[config.mk]
export PLATFORM = sky130hd
export DESIGN_NAME = apb_led_pwm
export DESIGN_NICKNAME = d
export VERILOG_FILES = /design/src/rtl/led_pwm_pkg.sv /design/src/rtl/led_pwm_core.sv /design/src/rtl/apb_led_pwm.sv
export SDC_FILE = /design/constraint.sdc
export NUM_CORES = 1
export LEC_CHECK = 0
export CORE_AREA = 10 10 123 125
export CTS_CLUSTER_DIAMETER = 30
export DETAILED_ROUTE_END_ITERATION = 8
export DIE_AREA = 0 0 133 135
export PLACE_DENSITY = 0.95
export SYNTH_ARGS = -nofsm -noshare
export SYNTH_HDL_FRONTEND = slang
export SYNTH_SLANG_ARGS = --single-unit
[constraint.sdc]
create_clock -name PCLK -period 6.4 [get_ports PCLK]
set_input_delay 0.96 -clock PCLK [delete_from_list [all_inputs] [get_ports PCLK]]
set_output_delay 0.96 -clock PCLK [all_outputs]
set_load 0.05 [all_outputs]
[src/rtl/led_pwm_pkg.sv]
// Shared constants and types for the APB LED PWM slave: register offsets,
// CTRL bit positions, reset values and the core FSM state type.
package led_pwm_pkg;

  localparam logic [2:0] REG_CTRL     = 3'd0;
  localparam logic [2:0] REG_PERIOD   = 3'd1;
  localparam logic [2:0] REG_DUTY     = 3'd2;
  localparam logic [2:0] REG_PRESCALE = 3'd3;
  localparam logic [2:0] REG_STATUS   = 3'd4;

  localparam int unsigned EN_B  = 0;
  localparam int unsigned INV_B = 1;
  localparam int unsigned IE_B  = 2;

  localparam logic [15:0] PERIOD_RST = 16'h00FF;
  localparam logic [15:0] DUTY_RST   = 16'h0000;
  localparam logic [15:0] PRE_RST    = 16'h0000;

  typedef enum logic {StOff, StRun} pwm_state_e;

endpackage

[src/rtl/led_pwm_core.sv]
// PWM engine: prescaler, period counter, OFF/RUN FSM, period-boundary shadow
// load of PERIOD/DUTY and the registered LED output.
module led_pwm_core
  import led_pwm_pkg::*;
#(
  parameter int unsigned CntW = 16,
  parameter int unsigned PreW = 16
) (
  input  logic            clk_i,
  input  logic            rst_ni,
  input  logic            en_i,
  input  logic            inv_i,
  input  logic [CntW-1:0] period_sh_i,
  input  logic [CntW-1:0] duty_sh_i,
  input  logic [PreW-1:0] prescale_i,
  output logic            led_o,
  output logic            run_o,
  output logic [CntW-1:0] pwm_cnt_o,
  output logic            wrap_o
);

  pwm_state_e      state_q, state_d;
  logic [PreW-1:0] pre_cnt_q, pre_cnt_d;
  logic [CntW-1:0] pwm_cnt_q, pwm_cnt_d;
  logic [CntW-1:0] period_act_q, period_act_d;
  logic [CntW-1:0] duty_act_q, duty_act_d;
  logic            led_q, led_d;
  logic            tick;

  // >= rather than == so a PRESCALE shrunk below pre_cnt ticks at once
  // instead of running the counter all the way round.
  assign tick = (pre_cnt_q >= prescale_i);

  always_comb begin
    state_d      = state_q;
    pre_cnt_d    = pre_cnt_q;
    pwm_cnt_d    = pwm_cnt_q;
    period_act_d = period_act_q;
    duty_act_d   = duty_act_q;
    led_d        = led_q;
    wrap_o       = 1'b0;
    if (state_q == StOff || !en_i) begin
      state_d   = en_i ? StRun : StOff;
      pre_cnt_d = '0;
      pwm_cnt_d = '0;
      led_d     = inv_i;
      if (state_q == StOff) begin
        period_act_d = period_sh_i;
        duty_act_d   = duty_sh_i;
      end
    end else begin
      led_d = (pwm_cnt_q < duty_act_q) ^ inv_i;
      if (tick) begin
        pre_cnt_d = '0;
        if (pwm_cnt_q == period_act_q) begin
          pwm_cnt_d    = '0;
          period_act_d = period_sh_i;
          duty_act_d   = duty_sh_i;
          wrap_o       = 1'b1;
        end else begin
          pwm_cnt_d = pwm_cnt_q + CntW'(1);
        end
      end else begin
        pre_cnt_d = pre_cnt_q + PreW'(1);
      end
    end
  end

  always_ff @(posedge clk_i or negedge rst_ni) begin
    if (!rst_ni) begin
      state_q      <= StOff;
      pre_cnt_q    <= '0;
      pwm_cnt_q    <= '0;
      period_act_q <= CntW'(PERIOD_RST);
      duty_act_q   <= CntW'(DUTY_RST);
      led_q        <= 1'b0;
    end else begin
      state_q      <= state_d;
      pre_cnt_q    <= pre_cnt_d;
      pwm_cnt_q    <= pwm_cnt_d;
      period_act_q <= period_act_d;
      duty_act_q   <= duty_act_d;
      led_q        <= led_d;
    end
  end

  assign led_o     = led_q;
  assign run_o     = (state_q == StRun);
  assign pwm_cnt_o = pwm_cnt_q;

endmodule

[src/rtl/apb_led_pwm.sv]
// APB3 LED PWM slave: register file and APB decode around led_pwm_core.
// Define LED_PWM_IRQ_EN to add the sticky wrap flag, CTRL.IE and the IRQ port.
module apb_led_pwm
  import led_pwm_pkg::*;
#(
  parameter int unsigned CNT_W = 16,
  parameter int unsigned PRE_W = 16
) (
  input  logic        PCLK,
  input  logic        PRESERN,
  input  logic        PSEL,
  input  logic        PENABLE,
  input  logic        PWRITE,
  input  logic [31:0] PADDR,
  input  logic [31:0] PWDATA,
  output logic [31:0] PRDATA,
  output logic        PREADY,
  output logic        PSLVERR,
  output logic        LED
`ifdef LED_PWM_IRQ_EN
  ,
  output logic        IRQ
`endif
);

`ifdef LED_PWM_IRQ_EN
  localparam logic [2:0] CtrlMask = 3'b111;
`else
  localparam logic [2:0] CtrlMask = 3'b011;
`endif

  logic [2:0]       addr;
  logic             wr_en, rd_setup, unmapped, status_wr_bad;
  logic [2:0]       ctrl_q, ctrl_d;
  logic [CNT_W-1:0] period_q, period_d, duty_q, duty_d;
  logic [PRE_W-1:0] pre_q, pre_d;
  logic [31:0]      prdata_q, prdata_d, rdata;
  logic             led, run, wrap;
  logic [CNT_W-1:0] pwm_cnt;
  logic             wrapf_q, wrapf_d;
  logic             unused_bus;

  assign addr       = PADDR[4:2];
  assign unused_bus = ^{PADDR[31:5], PADDR[1:0], PWDATA[31:16]};

  // Only a write of 1 to WRAPF is a legal STATUS write, and only with the IRQ option.
`ifdef LED_PWM_IRQ_EN
  assign status_wr_bad = (addr == REG_STATUS) & PWRITE & ~PWDATA[2];
`else
  assign status_wr_bad = (addr == REG_STATUS) & PWRITE;
`endif
  assign unmapped = (addr > REG_STATUS);
  assign PSLVERR  = PSEL & PENABLE & (unmapped | status_wr_bad);
  assign PREADY   = 1'b1;
  assign wr_en    = PSEL & PENABLE & PWRITE & ~PSLVERR;
  assign rd_setup = PSEL & ~PENABLE & ~PWRITE;

  always_comb begin
    rdata = '0;
    unique case (addr)
      REG_CTRL:     rdata[2:0] = ctrl_q;
      REG_PERIOD:   rdata = 32'(period_q);
      REG_DUTY:     rdata = 32'(duty_q);
      REG_PRESCALE: rdata = 32'(pre_q);
      REG_STATUS: begin
        rdata[31:16] = 16'(pwm_cnt);
        rdata[2]     = wrapf_q;
        rdata[1]     = run;
        rdata[0]     = led;
      end
      default:      rdata = '0;
    endcase
  end

  always_comb begin
    ctrl_d   = ctrl_q;
    period_d = period_q;
    duty_d   = duty_q;
    pre_d    = pre_q;
    wrapf_d  = wrapf_q;
    prdata_d = rd_setup ? rdata : prdata_q;
    if (wr_en) begin
      unique case (addr)
        REG_CTRL:     ctrl_d = PWDATA[2:0] & CtrlMask;
        REG_PERIOD:   period_d = PWDATA[CNT_W-1:0];
        REG_DUTY:     duty_d = PWDATA[CNT_W-1:0];
        REG_PRESCALE: pre_d = PWDATA[PRE_W-1:0];
        REG_STATUS:   if (PWDATA[2]) wrapf_d = 1'b0;
        default:      ;
      endcase
    end
`ifdef LED_PWM_IRQ_EN
    if (wrap) wrapf_d = 1'b1;
`else
    wrapf_d = 1'b0;
`endif
  end

  always_ff @(posedge PCLK or negedge PRESERN) begin
    if (!PRESERN) begin
      ctrl_q   <= '0;
      period_q <= CNT_W'(PERIOD_RST);
      duty_q   <= CNT_W'(DUTY_RST);
      pre_q    <= PRE_W'(PRE_RST);
      prdata_q <= '0;
      wrapf_q  <= 1'b0;
    end else begin
      ctrl_q   <= ctrl_d;
      period_q <= period_d;
      duty_q   <= duty_d;
      pre_q    <= pre_d;
      prdata_q <= prdata_d;
      wrapf_q  <= wrapf_d;
    end
  end

`ifdef LED_PWM_IRQ_EN
  logic irq_q;
  always_ff @(posedge PCLK or negedge PRESERN) begin
    if (!PRESERN) irq_q <= 1'b0;
    else          irq_q <= wrapf_q & ctrl_q[IE_B];
  end
  assign IRQ = irq_q;
`endif

  assign PRDATA = prdata_q;
  assign LED    = led;

  led_pwm_core #(
    .CntW (CNT_W),
    .PreW (PRE_W)
  ) u_core (
    .clk_i       (PCLK),
    .rst_ni      (PRESERN),
    .en_i        (ctrl_q[EN_B]),
    .inv_i       (ctrl_q[INV_B]),
    .period_sh_i (period_q),
    .duty_sh_i   (duty_q),
    .prescale_i  (pre_q),
    .led_o       (led),
    .run_o       (run),
    .pwm_cnt_o   (pwm_cnt),
    .wrap_o      (wrap)
  );

endmodule

# Word level (Yosys, flattened, before mapping)
# Cells that the tools add are included.
[classes] addsub=2 magnitude_cmp=3 eq_ne=6 n_mux=18 bitwise_logic=13 n_reduce_logical=10
[op_table] cell="16-bit 2-to-1 mux" n=14
[op_table] cell="13-bit case mux with 3 select lines" n=1
[op_table] cell="16-bit by 1-bit adder with 16-bit output (second input constant)" n=2
[op_table] cell="16-bit equality test" n=1
[op_table] cell="16-bit >= comparator" n=1
[op_table] cell="16-bit < comparator" n=1
[op_table] cell="3-bit case mux with 5 select lines" n=1
[op_table] cell="2-bit AND reduction" n=4
[op_table] cell="1-bit bitwise AND" n=7
[op_table] cell="3-bit by 2-bit equality test with 1-bit output (second input constant)" n=2
[op_table] cell="1-bit NOT" n=4
[op_table] cell="2-bit nonzero test" n=2
[op_table] cell="3-bit by 1-bit equality test with 1-bit output (second input constant)" n=1
[op_table] cell="3-bit equality test (second input constant)" n=1
[op_table] cell="3-bit > comparator (second input constant)" n=1
[op_table] cell="3-bit zero test" n=1
[op_table] cell="3-bit AND reduction" n=1
[op_table] cell="1-bit 2-to-1 mux" n=2
[op_table] cell="2-bit inequality test (second input constant)" n=1
[op_table] cell="1-bit zero test" n=1
[op_table] cell="1-bit logical OR" n=1
[op_table] cell="1-bit bitwise OR" n=1
[op_table] cell="1-bit bitwise XOR" n=1
[totals] register_bits=148 in_bits=69 elab_cells=63

# Logic depth before layout (Yosys ltp)
# Gate-level depths: netlist of run 1.
[logic_depth] depth_word=7 ltp_mapped=10 mapped_depth_nobuf=8

# By module
# Synthesis of run 1 repeated with hierarchy kept, for this count alone.
[unflattened] hier_cells=627 area_unflattened_um2=7649.8
[by_module_without_submodules] mod="led_pwm_core" instances=1 cells_each=373 area_per_inst_um2=4033.9
[by_module_without_submodules] mod="apb_led_pwm" instances=1 cells_each=254 area_per_inst_um2=3616.0

# Least setup slack after synthesis of run 1
# No wires, ideal clock.
[synth_timing] path_type="in2out" start="input PADDR[2]" end="output PSLVERR" t_arrival_ns=2.267 required_ns=5.440 slack_ns=3.173 path_stages=4 path_buffers=2 cell_sequence="clkbuf_1 -> buf_1 -> nor3_1 -> nor2_1"
[synth_between] elab_chain_cells=4 word_cells_on_any_way=5
[synth_rtl] item="from (decl)" line="apb_led_pwm.sv:14" source="input logic [31:0] PADDR,"
[synth_rtl] item="parallel branches: the longest is 2 deep, another holds 3-bit > comparator"
[synth_rtl] item="1-bit bitwise OR *" line="apb_led_pwm.sv:53" source="assign PSLVERR = PSEL & PENABLE & (unmapped | status_wr_bad);"
[synth_rtl] item="1-bit bitwise AND *" line="apb_led_pwm.sv:53"
[synth_rtl] item="to (decl)" line="apb_led_pwm.sv:18" source="output logic PSLVERR,"
# Mark *: on every way between the ends.

# Final worst setup path of run 1
[layout_timing] start="input PADDR[3]" end="output PSLVERR"
# Same word-level chain as after synthesis.

==> impl_metrics.tcl, run 1 <==
set metrics [dict create \
    yosys_most_used_dff "dfrtp_1" \
    drv_cap 0 \
    synth_area_per_cell_um2 11.8 \
    ys_warn_count 0 \
    cts_resized 0 \
    seqPwrFrac 0.425 \
    cp.arrival_ns 2.78 \
    cts_setup_buffers 0 \
    finalMaxSlewViolations 0 \
    routedWlPerCell_um 20.3 \
    overflow 0 \
    clkPwrFrac 0.371 \
    grt_start_max_net_pins 86 \
    comb_power_share 0.204 \
    clk_path_buf_depth 2 \
    synth_seq_area_share 0.504 \
    worst_pin_slew_ns 0.991 \
    setup_slack_ns 2.66 \
    die_area_um2 18000 \
    start_util 0.588 \
    cts_hold_buf 0 \
    hold_class "reg2reg" \
    p_int_mw 2.07 \
    fin_nets 783 \
    n_antenna_cell 0 \
    dr_total_vias 5171 \
    r2r-end "u_core.duty_act_q[15]" \
    async_flop_share 1.00 \
    synth_seq_cells 148 \
    cp.required_ns 5.44 \
    rows 41 \
    tns_ns 0 \
    clk_latency_ns 0.43 \
    r2r_slack_ns 3.09 \
    slew_headroom 0.337 \
    wl_um 17600 \
    dp_hpwl_um 12100 \
    period_needed_ns 3.74 \
    cp-start-kind "primary input" \
    cts_root_buffer "clkbuf_16" \
    ys_types 56 \
    cts.clk_slew.worst_paths_ns 0.06 \
    peakVddDrop_mv 0.187 \
    crit_fanout 24 \
    clock_sinks 148 \
    drc 0 \
    crit_end "PSLVERR" \
    grt_setup_unrepaired "false" \
    fin_crit_sh 0.584 \
    synth_top_area_cell "dfrtp_1" \
    postRouteAntennaNets 0 \
    die_w_um 133 \
    drive_gt1_frac 0.232 \
    avgViaCountPerCell 5.97 \
    antenna_found_initial 0 \
    hold_violations 0 \
    worstSetupPathType "in2out" \
    switching_share 0.286 \
    r2r_start "pre_q[13]" \
    first_pass_iters 5 \
    crit_path_end_kind "output port" \
    grt_pass1_wl_um 29400 \
    multiInputGateArea_um2 3350 \
    max_freq_ghz 0.268 \
    synth_most_common_cell "dfrtp_1" \
    gp_congestion 0.888 \
    dp_worst_setup_slack_ns 2.67 \
    status "complete, no violations" \
    core_area_um2 12600 \
    htreeDepth 4 \
    synth_top_cell_area_share 0.447 \
    setup_viol 0 \
    die_h_um 135 \
    netlist_area_um2 7390 \
    min-delay-start "ctrl_q[0]" \
    seq_area_um2 3720 \
    synth_cells 628 \
    p_per_area_nw_per_um2 334 \
    io_buffer_count 57 \
    synth_edf_count 0 \
    setup.worst_path.start "PADDR[3]" \
    leakagePower_nw 3.92 \
    synth_common_cells "132 x dfrtp_1, 67 x mux2_2, 41 x nand2_1" \
    area_delta_synth_final_pct 17.6 \
    synth_nets 730 \
    fin_skew_ns 0.00701 \
    total_power_mw 2.90 \
    p_sw_uw 828 \
    r2r_cells 8 \
    numCtsBuffers 17 \
    synth.area.top_cells "dfrtp_1 45%, mux2_2 10%, mux2_4 6.1%, dfstp_2 5.7%, ha_1 5.6%" \
    fillers 838 \
    ios 104 \
    grt_usage 0.204 \
    first_global_vias 5608 \
    cts_tree "done" \
    drt_iter0_drc 459 \
]
-- metrics by stage --
stage	area, um^2	utilization	hold slack (ns)	cells
finish	8690	0.692	0.479	866
global route	8690	0.692	0.493	866
CTS	8690	0.692	0.486	866
detailed placement	8050	0.641	0.474	834
global placement	8050	0.641	0.460	834
floorplan	7390	-	0.463	628
-- flip-flops by register name, summed over array words and instances, names as in the netlist --
signal,cells
u_core.run_o,1
duty_q,16
ctrl_q,2
u_core.led_o,1
u_core.duty_act_q,16
u_core.pre_cnt_q,16
period_q,16
u_core.pwm_cnt_o,16
PRDATA,32
u_core.period_act_q,16
pre_q,16
-- critical path, cell delays in order --
cell,delay [ns]
clkdlybuf4s50_1,0.46
buf_4,0.32
nor3_1,0.10
nor2_1,0.12
clkdlybuf4s50_1,0.81
-- power groups by stage --
stage          registers (mW)  clock network (mW)  logic (mW)
2_1_floorplan            1.24                   0       0.415
3_3_place_gp             1.23                   0       0.553
3_5_place_dp             1.24                   0       0.582
5_1_grt                  1.25                1.12       0.638
4_1_cts                  1.23                1.08       0.593
6_report                 1.23                1.07       0.591
-- how the worst min path moves through the flow --
stage / depth (start not counted) / slack (ns) / end
2_1_floorplan: 1 / 0.46 / u_core.led_o
3_3_place_gp: 0 / 0.46 / u_core.run_o
3_5_place_dp: 2 / 0.47 / PRDATA[4]
4_1_cts: 0 / 0.49 / u_core.run_o
5_1_grt: 0 / 0.49 / u_core.run_o
6_report: 0 / 0.48 / u_core.run_o
-- layout make-up --
cell class	instances	area share
sequential	148	0.428
multi-input combinational	412	0.386
timing repair buffer	63	0.0710
clock buffer	18	0.0505
tap	172	0.0248
clock inverter	14	0.0230
inverter	39	0.0168
-- layout by cell type, fill, tap and decap left out, types with 24 or more instances in the layout --
master           Yosys  layout
clkdlybuf4s50_1      0      56
nand2_1             41      41
a22o_1              24      24
mux2_4              30      30
o21ai_0             35      35
mux2_2              67      67
dfrtp_1            132     132
ha_1                33      33
nor2_1              40      40
inv_1               39      39
-- metal layers --
metal / vias up / wire length (um) / track usage
li1: 2334 / - / -
met1: 2622 / 7190 / 0.235
met2: 170 / 8940 / 0.348
met3: 45 / 1010 / 0.0512
met4: 0 / 479 / 0.0972
met5: - / 0 / 0
-- kinds of logic (layout without fill, tap and decap cells) --
group                      Yosys count  after routing  synth area share
adders and majority gates           33             33            0.0558
muxes                              101            101             0.168
xor gates and xnor gates            31             31            0.0367
and+or+nand+nor                    140            140            0.0904
AOI/OAI and AO/OA                  106            106             0.101
DFF                                148            148             0.504
buffers and inverters               68            134            0.0435
other                                1              1          0.000507
No activity file was read; power rests on OpenSTA's default activity.
==> inputs of run 2 (changes only) <==
- CORE_AREA: 10 10 123 125 -> 10 10 133 135
- DIE_AREA: 0 0 133 135 -> 0 0 143 145
- PLACE_DENSITY: 0.95 -> 0.86
- clock period: 6.4 -> 3.1 ns (I/O delays scaled with it)
==> impl_metrics.tcl, run 2 (synthesis results as in run 1) <==
set metrics [dict create \
    die_area_um2 20700 \
    layout_common_cells "132 x dfrtp_1, 67 x mux2_2, 55 x clkdlybuf4s50_1" \
    antenna_found_initial 0 \
    routedWlPerCell_um 19.3 \
    drt_iter0_drc 335 \
    grt_setup_unrepaired "false" \
    crit_fanout 37 \
    die_h_um 145 \
    io_buffer_count 57 \
    hold_violations 0 \
    cp.arrival_ns 2.91 \
    p_per_area_nw_per_um2 690 \
    slew_headroom 0.570 \
    stdcell_area_um2 8850 \
    largest_reg_flops 32 \
    cts_hold_buf 0 \
    p_sw_mw 1.70 \
    numCtsBuffers 17 \
    total_power_mw 6.11 \
    clk_latency_ns 0.43 \
    place_area_um2 8180 \
    crit_chain "inv_1 > ha_1 > a21o_1 > a21o_1 > a211oi_1 > buf_4 > o21ai_2 > buf_4 > and2_1 > a22o_1" \
    whs_ns 0.0451 \
    drive_gt1_frac 0.243 \
    cp.required_ns 3.41 \
    worst_pin_slew_ns 0.645 \
    cts_resized 0 \
    area_delta_synth_final_pct 19.7 \
    setup_viol 0 \
    max_stage_delay_ns 0.38 \
    avgViaCountPerCell 5.70 \
    clock_sinks 148 \
    comb_power_share 0.201 \
    cts_setup_buffers 0 \
    crit_path_end_kind "register" \
    fillers 1124 \
    seqPwrFrac 0.416 \
    clkPwrFrac 0.383 \
    seq_area_um2 3720 \
    crit_slowest_cell "dfrtp_1" \
    wl_um 17200 \
    n_antenna_cell 0 \
    cp-start-kind "register" \
    grt_start_max_net_pins 72 \
    cts_root_buffer "clkbuf_16" \
    grt_pass1_wl_um 28000 \
    cts.clk_slew.worst_paths_ns 0.06 \
    cts_tree "done" \
    leakagePower_nw 3.99 \
    dr_total_vias 5077 \
    drc 0 \
    grt_usage 0.170 \
    period_needed_ns 2.60 \
    mostFrequentLayoutCell "dfrtp_1" \
    first_pass_iters 4 \
    fin_skew_ns 0.00980 \
    ios 104 \
    clk_path_buf_depth 2 \
    utilization 0.589 \
    dp_hpwl_um 11900 \
    hold_class "in2async" \
    gp_congestion 0.827 \
    first_global_vias 5349 \
    switching_share 0.278 \
    start_util 0.492 \
    fin_crit_sh 0.837 \
    finalMaxSlewViolations 0 \
    p_int_mw 4.41 \
    htreeDepth 4 \
    tns_ns 0 \
    overflow 0 \
    rows 45 \
    max_freq_ghz 0.385 \
    multiInputGateArea_um2 3350 \
    drv_cap 0 \
    die_w_um 143 \
    worstSetupPathType "reg2reg" \
    fin_nets 792 \
    peakVddDrop_mv 0.479 \
    postRouteAntennaNets 0 \
    core_area_um2 15000 \
    status "complete, no violations" \
]
-- run 2: layout make-up --
type / instances / share of cell area
flip-flops and latches: 148 / 0.421
multi-input cells: 412 / 0.379
repair buffers: 72 / 0.0813
clock buffers: 19 / 0.0512
well taps: 188 / 0.0266
clock inverters: 13 / 0.0247
inverters: 39 / 0.0165
-- run 2: worst paths after layout --
check	startpoint	end	slack, ns	depth (start not counted)
setup / recovery	pre_q[13]	u_core.pwm_cnt_o[3]	0.50	10
hold / removal	PRESERN	PRDATA[17]	0.05	1
setup reg to reg	pre_q[13]	u_core.pwm_cnt_o[3]	0.50	10
hold reg to reg	PRDATA[1]	PRDATA[1]	0.48	2
max in group asynchronous	PRESERN	period_q[2]	2.24	2
min in group PCLK	PRDATA[1]	PRDATA[1]	0.48	2
-- run 2: stage by stage --
| step | setup WS [ns] | cells |
|---|---|---|
| final | 0.505 | 891 |
| after global routing | 0.339 | 891 |
| after CTS | 0.478 | 891 |
| after detailed placement | 0.502 | 859 |
| after global placement | 0.573 | 859 |
| after floorplan | 0.863 | 628 |
-- run 2: power groups by stage --
stage / registers [mW] / logic, mW / clock network, mW
after global routing: 2.58 / 1.34 / 2.46
after detailed placement: 2.57 / 1.22 / 0
after floorplan: 2.55 / 0.856 / 0
final: 2.54 / 1.23 / 2.34
after CTS: 2.54 / 1.24 / 2.36
after global placement: 2.54 / 1.17 / 0
-- run 2: metal layers --
metal,GRT usage,vias to the layer above,share of wire
li1,-,2349,-
met2,0.282,124,0.51
met4,0.0676,0,0.020
met3,0.0401,26,0.045
met1,0.207,2578,0.43
met5,0,-,0
-- run 2: critical path, delay by kind of cell (launching register included) --
family | cells | cell delay (ns)
AO/OA/AOI/OAI | 5 | 0.97
adder cells (fa/ha/maj) | 1 | 0.31
buffers and inverters | 3 | 0.53
flip-flops | 1 | 0.38
AND/OR/NAND/NOR | 1 | 0.30
